`src/rtl/mc_pkg.sv`:
```
// Shared encodings for the multi-cycle controller, datapath and ALU control.
package mc_pkg;

  localparam logic [3:0] StFetch   = 4'd0;
  localparam logic [3:0] StDecode  = 4'd1;
  localparam logic [3:0] StExecR   = 4'd2;
  localparam logic [3:0] StExecI   = 4'd3;
  localparam logic [3:0] StRWb     = 4'd4;
  localparam logic [3:0] StIWb     = 4'd5;
  localparam logic [3:0] StMemAddr = 4'd6;
  localparam logic [3:0] StMemRd   = 4'd7;
  localparam logic [3:0] StMemWb   = 4'd8;
  localparam logic [3:0] StMemWr   = 4'd9;
  localparam logic [3:0] StBranch  = 4'd10;
  localparam logic [3:0] StJump    = 4'd11;
  localparam logic [3:0] StHalt    = 4'd12;
  localparam logic [3:0] StTrap    = 4'd13;

  localparam logic [3:0] OpRtype = 4'b0000;
  localparam logic [3:0] OpAddi  = 4'b0001;
  localparam logic [3:0] OpAndi  = 4'b0010;
  localparam logic [3:0] OpOri   = 4'b0011;
  localparam logic [3:0] OpLw    = 4'b0100;
  localparam logic [3:0] OpSw    = 4'b0101;
  localparam logic [3:0] OpBeq   = 4'b0110;
  localparam logic [3:0] OpJmp   = 4'b0111;
  localparam logic [3:0] OpHalt  = 4'b1111;

  localparam logic [2:0] AluAdd   = 3'b000;
  localparam logic [2:0] AluSub   = 3'b001;
  localparam logic [2:0] AluRtype = 3'b011;
  localparam logic [2:0] AluAndi  = 3'b110;
  localparam logic [2:0] AluOri   = 3'b111;

  localparam logic [1:0] PcSrcAlu    = 2'b00;
  localparam logic [1:0] PcSrcAluOut = 2'b01;
  localparam logic [1:0] PcSrcJump   = 2'b10;

  localparam logic [1:0] AluBReg  = 2'b00;
  localparam logic [1:0] AluBOne  = 2'b01;
  localparam logic [1:0] AluBSext = 2'b10;
  localparam logic [1:0] AluBZext = 2'b11;

  function automatic logic is_mem_state(input logic [3:0] st);
    return (st == StFetch) || (st == StMemRd) || (st == StMemWr);
  endfunction

endpackage

```
`src/rtl/mc_ctrl_decode.sv`:
```
// Combinational control-word decode from state and latched opcode; all zero under reset.
module mc_ctrl_decode
  import mc_pkg::*;
(
  input  logic       rst,
  input  logic [3:0] state,
  input  logic [3:0] opcode_lat,
  input  logic       mem_ready,
  output logic       pc_write,
  output logic       pc_write_cond,
  output logic [1:0] pc_src,
  output logic       iord,
  output logic       mem_read,
  output logic       mem_write,
  output logic       ir_write,
  output logic       reg_write,
  output logic       reg_dst,
  output logic       mem_to_reg,
  output logic       alu_src_a,
  output logic [1:0] alu_src_b,
  output logic [2:0] alu_op,
  output logic       halted
);

  always_comb begin
    pc_write      = 1'b0;
    pc_write_cond = 1'b0;
    pc_src        = PcSrcAlu;
    iord          = 1'b0;
    mem_read      = 1'b0;
    mem_write     = 1'b0;
    ir_write      = 1'b0;
    reg_write     = 1'b0;
    reg_dst       = 1'b0;
    mem_to_reg    = 1'b0;
    alu_src_a     = 1'b0;
    alu_src_b     = AluBReg;
    alu_op        = AluAdd;
    halted        = 1'b0;
    if (!rst) begin
      case (state)
        StFetch: begin
          mem_read  = 1'b1;
          alu_src_b = AluBOne;
          ir_write  = mem_ready;
          pc_write  = mem_ready;
        end
        StDecode: alu_src_b = AluBSext;
        StExecR: begin
          alu_src_a = 1'b1;
          alu_op    = AluRtype;
        end
        StExecI: begin
          alu_src_a = 1'b1;
          if (opcode_lat == OpAndi) begin
            alu_src_b = AluBZext;
            alu_op    = AluAndi;
          end else if (opcode_lat == OpOri) begin
            alu_src_b = AluBZext;
            alu_op    = AluOri;
          end else begin
            alu_src_b = AluBSext;
          end
        end
        StRWb: begin
          reg_write = 1'b1;
          reg_dst   = 1'b1;
        end
        StIWb: reg_write = 1'b1;
        StMemAddr: begin
          alu_src_a = 1'b1;
          alu_src_b = AluBSext;
        end
        StMemRd: begin
          mem_read = 1'b1;
          iord     = 1'b1;
        end
        StMemWb: begin
          reg_write  = 1'b1;
          mem_to_reg = 1'b1;
        end
        StMemWr: begin
          mem_write = 1'b1;
          iord      = 1'b1;
        end
        StBranch: begin
          alu_src_a     = 1'b1;
          alu_op        = AluSub;
          pc_write_cond = 1'b1;
          pc_src        = PcSrcAluOut;
        end
        StJump: begin
          pc_write = 1'b1;
          pc_src   = PcSrcJump;
        end
        StHalt, StTrap: halted = 1'b1;
        default: ;
      endcase
    end
  end

endmodule

```
`src/rtl/mc_main_control.sv`:
```
// Main sequencing FSM of the multi-cycle CPU.
// Optional MC_CTRL_ILLEGAL_TRAP_EN: illegal opcodes / memory timeouts enter a sticky TRAP.
module mc_main_control
  import mc_pkg::*;
#(
  parameter int unsigned MEM_WAIT_MAX = 0
) (
  input  logic       clk,
  input  logic       rst,
  input  logic [3:0] opcode,
  input  logic       mem_ready,
  output logic       pc_write,
  output logic       pc_write_cond,
  output logic [1:0] pc_src,
  output logic       iord,
  output logic       mem_read,
  output logic       mem_write,
  output logic       ir_write,
  output logic       reg_write,
  output logic       reg_dst,
  output logic       mem_to_reg,
  output logic       alu_src_a,
  output logic [1:0] alu_src_b,
  output logic [2:0] alu_op,
  output logic       halted,
  output logic       illegal_op
);

  localparam int unsigned WaitW = (MEM_WAIT_MAX > 1) ? $clog2(MEM_WAIT_MAX + 1) : 1;

`ifdef MC_CTRL_ILLEGAL_TRAP_EN
  localparam logic [3:0] StFault = StTrap;
`else
  localparam logic [3:0] StFault = StHalt;
`endif

  logic [3:0]       state_q, state_d;
  logic [3:0]       opcode_q;
  logic [WaitW-1:0] wait_cnt_q, wait_cnt_d;
  logic             waiting, timeout;

  assign waiting = is_mem_state(state_q) && !mem_ready;
  assign timeout = (MEM_WAIT_MAX != 0) && waiting &&
                   ((32'(wait_cnt_q) + 32'd1) >= MEM_WAIT_MAX);

  always_comb begin
    state_d = state_q;
    case (state_q)
      StFetch:  if (mem_ready) state_d = StDecode;
      StDecode: begin
        case (opcode)
          OpRtype:               state_d = StExecR;
          OpAddi, OpAndi, OpOri: state_d = StExecI;
          OpLw, OpSw:            state_d = StMemAddr;
          OpBeq:                 state_d = StBranch;
          OpJmp:                 state_d = StJump;
          OpHalt:                state_d = StHalt;
`ifdef MC_CTRL_ILLEGAL_TRAP_EN
          default:               state_d = StTrap;
`else
          default:               state_d = StFetch;
`endif
        endcase
      end
      StExecR:   state_d = StRWb;
      StExecI:   state_d = StIWb;
      StMemAddr: state_d = (opcode_q == OpLw) ? StMemRd : StMemWr;
      StMemRd:   if (mem_ready) state_d = StMemWb;
      StMemWr:   if (mem_ready) state_d = StFetch;
      StRWb, StIWb, StMemWb, StBranch, StJump: state_d = StFetch;
      StHalt, StTrap: state_d = state_q;
      default:   state_d = StFetch;
    endcase
    if (timeout) state_d = StFault;
  end

  always_comb begin
    wait_cnt_d = wait_cnt_q;
    if (state_d != state_q) begin
      wait_cnt_d = '0;
    end else if (waiting && (wait_cnt_q != '1)) begin
      wait_cnt_d = wait_cnt_q + 1'b1;
    end
  end

  always_ff @(posedge clk) begin
    if (rst) begin
      state_q    <= StFetch;
      opcode_q   <= '0;
      wait_cnt_q <= '0;
    end else begin
      state_q    <= state_d;
      wait_cnt_q <= wait_cnt_d;
      if (state_q == StDecode) opcode_q <= opcode;
    end
  end

`ifdef MC_CTRL_ILLEGAL_TRAP_EN
  logic illegal_q;

  always_ff @(posedge clk) begin
    if (rst) begin
      illegal_q <= 1'b0;
    end else if (state_d == StTrap) begin
      illegal_q <= 1'b1;
    end
  end

  assign illegal_op = illegal_q & ~rst;
`else
  assign illegal_op = 1'b0;
`endif

  mc_ctrl_decode u_decode (
    .rst           (rst),
    .state         (state_q),
    .opcode_lat    (opcode_q),
    .mem_ready     (mem_ready),
    .pc_write      (pc_write),
    .pc_write_cond (pc_write_cond),
    .pc_src        (pc_src),
    .iord          (iord),
    .mem_read      (mem_read),
    .mem_write     (mem_write),
    .ir_write      (ir_write),
    .reg_write     (reg_write),
    .reg_dst       (reg_dst),
    .mem_to_reg    (mem_to_reg),
    .alu_src_a     (alu_src_a),
    .alu_src_b     (alu_src_b),
    .alu_op        (alu_op),
    .halted        (halted)
  );

endmodule

```
`config.mk`:
```
export PLATFORM = sky130hd
export DESIGN_NAME = mc_main_control
export DESIGN_NICKNAME = d
export VERILOG_FILES = /design/src/rtl/mc_pkg.sv /design/src/rtl/mc_ctrl_decode.sv /design/src/rtl/mc_main_control.sv
export SDC_FILE = /design/constraint.sdc
export NUM_CORES = 1
export LEC_CHECK = 0
export ABC_AREA = 1
export BUFFER_PORTS_ARGS = -buffer_cell sky130_fd_sc_hd__buf_2
export CAP_MARGIN = 15
export CORE_ASPECT_RATIO = 0.9
export CORE_MARGIN = 10
export CORE_UTILIZATION = 47
export CTS_CLUSTER_SIZE = 12
export DETAILED_ROUTE_END_ITERATION = 6
export PLACE_DENSITY = 0.77
export RECOVER_POWER = 25
export SYNTH_ARGS = -nofsm -noshare
export SYNTH_HDL_FRONTEND = slang
export SYNTH_SLANG_ARGS = --single-unit
```
`constraint.sdc`:
```
create_clock -name clk -period 1.43 [get_ports clk]
set_input_delay 0.0715 -clock clk [delete_from_list [all_inputs] [get_ports clk]]
set_output_delay 0.0715 -clock clk [all_outputs]
set_load 0.02 [all_outputs]
```
==> out/metrics.yaml <==
outcome:
  status: "complete, but fails checks"
  violations: "negative setup slack"
worst_setup_path:
  crit_arrival_ns: 1.39
  crit_start: "state_q[3]"
  endpoint: "alu_op[0]"
  startpoint_type: "flop"
  reg2reg_depth: 8
  cp_data_required_time_ns: 1.36
  end_kind: "output pin"
  reg2reg_slack_ns: 0.21
  critical_path.max_fanout: 6
  reg2reg_from: "state_q[1]"
  reg2reg_to: "state_q[2]"
  worstSetupPathType: "reg2out"
run:
  max_cap_viol_count: 0
final_layout:
  fin_nets: 166
  fillerInstances: 131
  final_cells: 172
  diodes: 0
  multi_input_area_um2: 493.0
  finalInstanceArea_um2: 959.7
  drive_above_1_share_pct: 37.58
  area_growth_pct: 37.95
  regArea_um2: 175.2
global_routing:
  grt_pass1_vias: 769
  grt_usage_pct: 10.81
  grt_antenna_before_repair: 0
  grt_max_degree: 12
  grt_overflow: 0
  grt_pass1_wl_um: 3036
timing:
  period_minus_slack_ns: 1.459
  finalSetupViolations: 3
  max_clock_freq_mhz: 685.6
  finalHoldViolations: 0
  layout_setup_ws_ns: -0.02865
  fin_skew_ns: 0.002883
  finalSetupTns_ns: -0.03724
  rsz0062_at_grt: "true"
  finalCritPeriodShare_pct: 102.0
  slew_viol_final: 0
place:
  dpl_worst_slack_ns: 0.09048
  place_inst: 164
  dp_hpwl_um: 1594
  dpl-instance-area_um2: 807.0
  port_buffers: 24
  finalWeightedCongestion: 0.9135
die:
  rows: 13
  core_area_um2: 1415
  die_w_um: 60.56
  die_height_um: 56.50
  die_area_um2: 3421
  ios: 26
  initial_core_util_pct: 49.16
clock_network:
  clkSlewWorstSetupHoldPaths_ns: 0.05
  clk_latency_ns: 0.25
  cts_tree: "done"
  cts_num_sinks: 8
  cts_buffers: 3
  root_buffer: "clkbuf_4"
  cts_buffer_depth: 2
  h-tree-depth: 1
synthesis:
  yosysTopAreaCellShare_pct: 23.02
  syn-num-nets: 136
  synth-xor-area-share_pct: 0
  synth_compound_gate_area_share_pct: 13.67
  synth_area_leaders: "dfxtp_1 23%, nand2_1 18%, nor2_1 13%, nand3_1 12%, inv_1 8.1%"
  ys_ff_latch: 8
  synthTopCellsByCount: "33 x nand2_1, 24 x nor2_1, 17 x nand3_1, 15 x inv_1"
  yosys.area.top_type: "dfxtp_1"
  synth_edf_count: 0
  avgSynthCellArea_um2: 5.393
  yosys.cell_types.count: 20
  yosys.area_share.simple_pct: 49.10
  yosysMostFrequentCell: "nand2_1"
  syn_inst: 129
  yosys_warnings: 0
  synth-main-ff-cell: "dfxtp_1"
  synth_seq_area_share_pct: 23.02
  yosys.area_share.adder_pct: 0
  synth_top_family_by_area: "simple AND/OR/NAND/NOR gates"
  syn_area_um2: 695.7
  async_flop_share_pct: 0
  synthMuxAreaShare_pct: 0
drt:
  route.detailed.drc: 0
  dr.pass1.iters: 4
  drtAntennaViolNets: 0
  via_per_inst: 5.285
  drt_iter0_drc: 32
  wl_um: 2085
  wl_per_cell_um: 12.12
  num_vias: 909
power:
  ir_drop_v: 0.0009269
  leakage_nw: 0.5223
  powerDensity_nw_per_um2: 1623
min_path:
  holdCritPathClass: "in2reg"
power breakdown:
| part | switching [mW] | internal (mW) | total [mW] |
|---|---|---|---|
| combinational | 0.599 | 0.349 | 0.948 |
| sequential | 0.112 | 0.326 | 0.437 |
| clock | 0.0764 | 0.0960 | 0.172 |
| total | 0.787 | 0.770 | 1.56 |
state kept, by name, summed over array words and instances, names as in the netlist:
signal and flops:
opcode_q 4, state_q 4
cells by family after synthesis:
family,count (synthesis)
AO/OA/AOI/OAI,18
buffers and inverters,22
flip-flops,8
other,1
AND/OR/NAND/NOR,80
timing repair:
action | in CTS | in global routing
buffers inserted | 2 | 3
hold buffers | 0 | 0
endpoints found under the setup margin | 12 | 14
resized for setup | 19 | 17
pin swaps | 4 | 5
cells in the final DEF (no fill, tap or decap), drive strengths merged:
| master | count |
|---|---|
| nand3 | 17 |
| dfxtp | 8 |
| nand4 | 1 |
| nor2 | 28 |
| o22ai | 1 |
| nand2 | 34 |
| o21ai | 9 |
| clkbuf | 3 |
| conb | 1 |
| o31ai | 1 |
| inv | 18 |
| a21oi | 6 |
| a31oi | 1 |
| buf | 29 |
cell type report:
type | count | share of cell area, %
multi-input cells | 99 | 51.37
repair buffers | 29 | 19.04
flip-flops and latches | 8 | 18.25
inverters | 18 | 7.040
clock buffers | 3 | 2.347
well taps | 15 | 1.956
through the flow:
| stage | util [%] | power [mW] | hold WS (ns) |
|---|---|---|---|
| after detailed placement | 57.03 | 1.192 | 0.3896 |
| after global routing | 67.82 | 1.694 | 0.1393 |
| final | 67.82 | 1.557 | 0.1197 |
| after CTS | 62.86 | 1.479 | 0.1215 |
| after floorplan | - | 0.9934 | 0.2338 |
| after global placement | 57.03 | 1.183 | 0.3839 |
routing by layer:
metal	up-vias	track usage (%)	part of all wire (%)
li1	467	-	-
met1	403	12.34	45
met2	34	16.91	41
met3	5	2.921	12
met4	0	6.897	2.4
met5	-	0	0
how the worst min path moves through the flow:
stage               depth (start not counted)  slack, ns           to  startpoint
detailed placement                          3       0.39  opcode_q[2]   opcode[2]
global placement                            3       0.38  opcode_q[2]   opcode[2]
global route                                3       0.14  opcode_q[2]   opcode[2]
finish                                      3       0.12  opcode_q[2]   opcode[2]
floorplan                                   2       0.23  opcode_q[2]   opcode[2]
CTS                                         3       0.12  opcode_q[2]   opcode[2]
critical path, cell delays in order (launching register included):
cell     delay (ns)
dfxtp_4        0.36
nor2_4         0.20
buf_4          0.16
nand2_1        0.08
a31oi_1        0.18
buf_4          0.17
(Power assumes the default switching activity.)
